<file path="config.mk">
export PLATFORM = sky130hd
export DESIGN_NAME = soc_dmem_arb
export DESIGN_NICKNAME = d
export VERILOG_FILES = /design/src/rtl/soc_dmem_arb_pkg.sv /design/src/rtl/soc_dmem_wbuf.sv /design/src/rtl/soc_dmem_arb.sv
export SDC_FILE = /design/constraint.sdc
export NUM_CORES = 1
export LEC_CHECK = 0
export ABC_AREA = 1
export CELL_PAD_IN_SITES_DETAIL_PLACEMENT = 1
export CELL_PAD_IN_SITES_GLOBAL_PLACEMENT = 2
export CORE_MARGIN = 5
export CORE_UTILIZATION = 10
export CTS_CLUSTER_SIZE = 10
export DETAILED_ROUTE_END_ITERATION = 10
export PLACE_DENSITY_LB_ADDON = 0.1
export REMOVE_ABC_BUFFERS = 1
export SKIP_LAST_GASP = 1
export SLEW_MARGIN = 20
export SYNTH_ARGS = -nofsm -noshare
export SYNTH_HDL_FRONTEND = slang
export SYNTH_SLANG_ARGS = --single-unit
</file>
<file path="constraint.sdc">
create_clock -name mclk -period 1.1 [get_ports mclk]
set_input_delay 0.22 -clock mclk [delete_from_list [all_inputs] [get_ports mclk]]
set_output_delay 0.22 -clock mclk [all_outputs]
set_load 0.01 [all_outputs]
</file>
<file path="src/rtl/soc_dmem_arb_pkg.sv">
// soc_dmem_arb_pkg: shared types for the DMEM port arbiter (response tracking, RAM ownership).
package soc_dmem_arb_pkg;
    typedef enum logic [1:0] {RSP_IDLE, RSP_CPU, RSP_DMA} rsp_state_t;
    typedef enum logic [1:0] {OWN_NONE, OWN_CPU, OWN_WBUF, OWN_DMA} owner_t;
    localparam int STARVE_CNT_W = 8;
endpackage

</file>
<file path="src/rtl/soc_dmem_wbuf.sv">
// soc_dmem_wbuf: one-entry posted DMA write buffer (used by soc_dmem_arb under DMEM_ARB_WBUF_EN).
module soc_dmem_wbuf #(
    parameter int AW = 10
) (
    input  logic          mclk,
    input  logic          puc_rst,
    input  logic          load,
    input  logic          drain,
    input  logic [AW-1:0] wr_addr,
    input  logic [1:0]    wr_we,
    input  logic [15:0]   wr_data,
    output logic          valid,
    output logic [AW-1:0] addr,
    output logic [1:0]    we,
    output logic [15:0]   data
);
    always_ff @(posedge mclk or posedge puc_rst) begin
        if (puc_rst) begin
            valid <= 1'b0;
            addr  <= '0;
            we    <= '0;
            data  <= '0;
        end else if (load) begin
            valid <= 1'b1;
            addr  <= wr_addr;
            we    <= wr_we;
            data  <= wr_data;
        end else if (drain) begin
            valid <= 1'b0;
        end
    end
endmodule

</file>
<file path="src/rtl/soc_dmem_arb.sv">
// soc_dmem_arb: CPU-priority DMEM arbiter merging CPU and DMA masters onto one RAM port.
// Define DMEM_ARB_WBUF_EN to post DMA writes into a one-entry buffer while the CPU owns the RAM.
module soc_dmem_arb
    import soc_dmem_arb_pkg::*;
#(
    parameter int ADDR_MSB   = 9,
    parameter int STARVE_LIM = 64
) (
    input  logic              mclk,
    input  logic              puc_rst,
    input  logic              cpu_cen,
    input  logic [1:0]        cpu_wen,
    input  logic [ADDR_MSB:0] cpu_addr,
    input  logic [15:0]       cpu_din,
    output logic [15:0]       cpu_dout,
    input  logic              dma_req,
    input  logic [1:0]        dma_we,
    input  logic [ADDR_MSB:0] dma_addr,
    input  logic [15:0]       dma_din,
    output logic              dma_ready,
    output logic              dma_resp,
    output logic [15:0]       dma_dout,
    output logic              dma_starve,
    output logic              ram_ena,
    output logic [1:0]        ram_wea,
    output logic [ADDR_MSB:0] ram_addra,
    output logic [15:0]       ram_dina,
    input  logic [15:0]       ram_douta
);
    logic                    buf_valid;
    logic [ADDR_MSB:0]       buf_addr;
    logic [1:0]              buf_we;
    logic [15:0]             buf_data;
    logic                    post;
    owner_t                  owner;
    rsp_state_t              state;
    logic [STARVE_CNT_W-1:0] cnt;

`ifdef DMEM_ARB_WBUF_EN
    // Reads are never posted, so a read behind a buffered write naturally waits for the drain.
    assign post = !cpu_cen && !buf_valid && dma_req && (dma_we != 2'b00);
    soc_dmem_wbuf #(.AW(ADDR_MSB + 1)) u_wbuf (
        .mclk    (mclk),
        .puc_rst (puc_rst),
        .load    (post),
        .drain   (owner == OWN_WBUF),
        .wr_addr (dma_addr),
        .wr_we   (dma_we),
        .wr_data (dma_din),
        .valid   (buf_valid),
        .addr    (buf_addr),
        .we      (buf_we),
        .data    (buf_data)
    );
`else
    assign post      = 1'b0;
    assign buf_valid = 1'b0;
    assign buf_addr  = '0;
    assign buf_we    = '0;
    assign buf_data  = '0;
`endif

    always_comb begin
        owner     = !cpu_cen ? OWN_CPU : buf_valid ? OWN_WBUF : dma_req ? OWN_DMA : OWN_NONE;
        ram_ena   = owner != OWN_NONE;
        ram_wea   = owner == OWN_CPU ? ~cpu_wen : owner == OWN_WBUF ? buf_we : owner == OWN_DMA ? dma_we : 2'b00;
        ram_addra = owner == OWN_CPU ? cpu_addr : owner == OWN_WBUF ? buf_addr : dma_addr;
        ram_dina  = owner == OWN_CPU ? cpu_din : owner == OWN_WBUF ? buf_data : dma_din;
        dma_ready = (owner == OWN_DMA) || post;
    end

    always_ff @(posedge mclk or posedge puc_rst) begin
        if (puc_rst) begin
            state <= RSP_IDLE;
            cnt   <= '0;
        end else begin
            state <= (owner == OWN_CPU && cpu_wen == 2'b11) ? RSP_CPU :
                     (owner == OWN_DMA && dma_we == 2'b00)  ? RSP_DMA : RSP_IDLE;
            cnt   <= (!dma_req || dma_ready) ? '0 : (cnt == '1) ? cnt : cnt + 1'b1;
        end
    end

    assign dma_resp   = state == RSP_DMA;
    assign dma_starve = cnt >= STARVE_CNT_W'(STARVE_LIM);
    assign cpu_dout   = ram_douta;
    assign dma_dout   = ram_douta;
endmodule
</file>
Yosys cells after proc, flatten, opt, wreduce, memory -nomap -nowiden:

Cells that the tools add are included.

* $add $sub $neg: 1
* multipliers: 0
* divide/modulo/power cells: 0
* magnitude comparators: 1
* equality and inequality tests: 7
* shifts and indexed selects: 0
* muxes and demuxes: 13
* bitwise logic cells: 1
* reduce and logical (&&, ||, !) cells: 6

Operators with widths (count)
* 16-bit two-way mux: 2
* 10-bit two-way mux: 2
* 8-bit two-way mux: 2
* 2-bit two-way mux: 7
* 8-bit by 1-bit adder with 8-bit output, second input constant: 1
* 2-bit == test, second input constant: 4
* 8-bit == test, second input constant: 1
* 8-bit by 7-bit greater-or-equal comparator with 1-bit output, second input constant: 1
* 2-bit by 1-bit == test with 1-bit output, second input constant: 1
* 1-bit logical AND: 2
* 2-bit logical NOT: 1
* 2-bit inequality test, second input constant: 1
* 2-bit NOT: 1
* 2-bit nonzero test: 1
* 1-bit logical NOT: 1
* 1-bit logical OR: 1

* register bits: 10
* bits in latches: 0
* RAM bits: 0
* ROM bits: 0
* bits of input ports: 76
* output and inout bits: 64
* logic and storage cells: 31
* memories kept: 0

Logic depth before layout (Yosys ltp):

Gate-level depths: netlist of run 1.

* word-level depth: 6
* mapped depth: 6
* depth with buffers taken out: 6

Worst setup path before layout of run 1:

Ideal clock, no wire load.

* path type: flip-flop to flip-flop
* start point: register cnt[0]
* end point: register cnt[0]
* library setup time: 119 ps
* data arrival time: 970 ps
* data required time: 981 ps
* path slack: 12 ps
* cell stages (with the launch flop): 7
* path buffers: 0
* period minus slack after synthesis: 1088 ps
* path through: dfrtp_1 -> ha_1 -> nand2_1 -> nor2_4 -> nand2_1 -> nand3_1 -> o21ai_2

* longest elaborated chain between the ends: 3
* elaborated cells on any way between the ends: 5
* classes of those cells: 1 x add/sub; 2 x eq/ne; 2 x mux

Ends and longest elaborated chain
* start, declared: line soc_dmem_arb.sv:37 `logic [STARVE_CNT_W-1:0] cnt;`
* start signal, assigned: line soc_dmem_arb.sv:79 `cnt <= (!dma_req || dma_ready) ? '0 : (cnt == '1) ? cnt : cnt + 1'b1;`
* 8-bit by 1-bit adder with 8-bit output: line soc_dmem_arb.sv:79
* 8-bit two-way mux (2 in series): line soc_dmem_arb.sv:79

Parallel ways exist; a longest one is shown, timed or not. The select of a mux whose other input is x is not followed.
A chain may end at the register's enable or synchronous reset.

Worst setup path in the final report of run 1:

* start point: input cpu_cen
* end point: output ram_addra[1]

* longest elaborated chain between the ends: 4
* elaborated cells on any way between the ends: 5
* classes of those cells: 2 x eq/ne; 3 x mux

Ends and longest elaborated chain
* start, declared: line soc_dmem_arb.sv:11 `input logic cpu_cen,`
* 2-bit two-way mux *: line soc_dmem_arb.sv:64 `owner = !cpu_cen ? OWN_CPU : buf_valid ? OWN_WBUF : dma_req ? OWN_DMA : OWN_NONE;`
* 2-bit == test: line soc_dmem_arb.sv:67 `ram_addra = owner == OWN_CPU ? cpu_addr : owner == OWN_WBUF ? buf_addr : dma_addr;`
* 10-bit two-way mux: line soc_dmem_arb.sv:67
* 10-bit two-way mux *: line soc_dmem_arb.sv:67
* end, declared: line soc_dmem_arb.sv:26 `output logic [ADDR_MSB:0] ram_addra,`

Every way passes the cells marked *; elsewhere a longest branch is shown, timed or not.

==> results.toml, run 1 <==
[power_and_ir_drop]
p_per_area_nw_per_um2 = 686.6
ir_worst_vdd_v = 0.0005642
leakage_nw = 1.371

[drt]
routedWlPerCell_um = 13.03
first_pass_iters = 2
antenna_left = 0
drtIter0Drc = 19
viasPerCell = 3.500
drcViolationCount = 0
wl_mm = 5.523
via_count = 1484

[die]
num_io_pins = 140
die-area_um2 = 13830
start_util_pct = 10.18
die_w_um = 117.6
die_y_um = 117.6
core-area_um2 = 11370
rows = 39

[placement]
placed_cells = 414
io_buffers = 91
dp.final_hpwl_mm = 4.727
gp_congestion = 0.6387

[flow_run]
maxCapViolations = 0

[critical_path]
worstReg2RegStart = "cnt[0]$_DFFE_PP0P_"
crit_slowest_cell = "buf_12"
path_cells = "buf_8, buf_8, inv_12, buf_12, nand2_2, nand2_1, buf_2"
cp_common_cell = "buf_8"
worstPathRequired_ns = 0.88
crit_start = "cpu_cen"
critical_path_class = "in2out"
cp_max_fo = 8
max_stage_delay_ns = 0.15
arrival_ns = 0.92
cp_top_family = "buffers and inverters"
crit_path_end_kind = "primary output"
critPathBufInv = 5
critPathLaunchType = "primary input"

[sta]
fmax_mhz = 878.3
finalCriticalPeriod_ns = 1.139
hold_viol_final = 0
slew_headroom_pct = 87.00
setup_viol = 19
rsz0062_at_grt = "true"
maxSlewViolCount = 0
worst_slack_ns = -0.03860
finalClockSkew_ns = 0.003641
tightest_slew_ns = 0.1947
hold_ws_ns = 0.2630
timing.final.crit_share_pct = 103.5

[cts]
cts.htree.levels = 1
clkSlewWorstSetupHoldPaths_ns = 0.04
cts_buffers = 3
clock_sinks = 10
clockRootBuffer = "clkbuf_16"
clk_latency_ns = 0.24
cts_max_path_buffers = 2
cts_hold_buf = 0
cts_tree = "yes"

[logic_synthesis]
ys_ff_latch = 10
syn_area_um2 = 1157
yosys_warnings = 0
avgSynthCellArea_um2 = 5.966
synthCells = 194
yosysSeqAreaShare_pct = 21.62
ys_types = 20

[grt]
grt_pass1_wl_mm = 8.783
grt_max_degree = 13
antenna_found_initial = 6
track_usage_pct = 7.775
grt_pass1_vias = 1728
grt_overflow_total = 0

[run_status]
status = "finished with violations"
violations = "negative setup slack"

[finish]
stdcell_count = 424
drive_gt1_share_pct = 47.10
post-route-util_pct = 22.38
area_delta_synth_final_pct = 119.9
layout.nets = 355

[worst_hold_path]
hp-class = "in2async"
logic make-up after synthesis:
kind of cell | Yosys count | share of synthesized area (%)
compound gates | 8 | 4.757
simple gates | 125 | 44.22
buf+inv | 50 | 28.32
fa+ha+maj | 1 | 1.081
flops | 10 | 21.62
layout make-up:
cell class                 instances  area (um^2)
antenna                            5        12.51
clock buffer                       3        75.07
fill                            1379         8825
inverter                          13        63.81
multi-input combinational        134        847.1
sequential                        10        250.2
tap                              143        178.9
timing repair buffer             116         1117
cell usage after synthesis:
master    count  share of area (%)
buf_6         1               0.97
nand3_1      10                4.3
or2_2         1               0.54
o31ai_1       1               0.65
ha_1          1                1.1
inv_4         2                1.1
o21ai_0       3                1.3
nor2_4        1               0.97
nand3_4       1                1.5
buf_4        33                 21
o21ai_2       2                1.5
nor3_1        1               0.43
nor2_1        9                2.9
o21bai_1      2                1.3
dfrtp_1      10                 22
nand2_1     100                 32
nand2_2       1               0.54
nor2_2        1               0.54
buf_2         3                1.3
inv_1        11                3.6
timing repair:
item | in CTS | in global routing
buffers inserted | 1 | 0
setup endpoints to repair | 40 | 36
cloned | 1 | 0
gates resized for setup | 250 | 56
pin swaps | 44 | 35
through the flow:
step                      total power, mW  setup TNS, ns  area, um^2  worst slack [ns]
after global routing                1.852         -1.626        2535          -0.09258
after CTS                           1.693        -0.7464        2313          -0.06223
after floorplan                    0.5435              0       883.3           0.01196
final                               1.747        -0.2564        2545          -0.03860
after global placement              1.073         -30.68        2208           -0.9015
after detailed placement            1.064         -30.36        2208           -0.8853
tightest hold or removal path, cell delays in order:
cell and delay, ns:
clkdlybuf4s50_1 0.39, inv_1 0.05, buf_4 0.18
registers in the layout, summed over array words and instances (netlist names):
name   cells
cnt        8
state      2
path summary, 6_finish.rpt:
path / endpoint / slack, ns / depth (start not counted)
worst min-delay path: cnt[3]$_DFFE_PP0P_ / 0.26 / 3
min in group mclk: state[0]$_DFF_PP0_ / 0.27 / 3
worst max-delay path: ram_addra[1] / -0.04 / 7
worst min register to register: cnt[3]$_DFFE_PP0P_ / 0.60 / 3
worst max register to register: cnt[0]$_DFFE_PP0P_ / -0.01 / 5
max in group asynchronous: cnt[2]$_DFFE_PP0P_ / 0.69 / 3
power by group:
part           leakage, nW  switching, mW  internal [mW]
sequential           0.138        0.00411          0.375
combinational         1.20          0.317          0.408
clock               0.0370          0.171          0.472
layout by cell type (no fill, tap or decap), drive strengths merged, types with 2 or more instances in the layout:
cell type        n
buf             59
clkbuf           3
clkdlybuf4s50    7
dfrtp           10
diode            5
dlygate4sd2     45
dlymetal6s2s     5
inv             13
nand2          101
nand3           11
nor2            11
o21ai            5
o21bai           2
per-layer routing:
layer  track usage (%)  up-vias  part of all wire, %
li1                  -      734                    -
met1             8.248      647                   39
met2             11.03       94                   40
met3             7.929        7                   20
met4             1.290        2                 0.63
met5                 0        -                 0.24
Note: power is estimated with default switching activity, not from simulation.
==> run 2, diff against run 1 <==
Settings changed: RECOVER_POWER set to 50.
==> results of run 2 <==
Same layout as run 1: the final DEF is identical, and so are final timing and power.
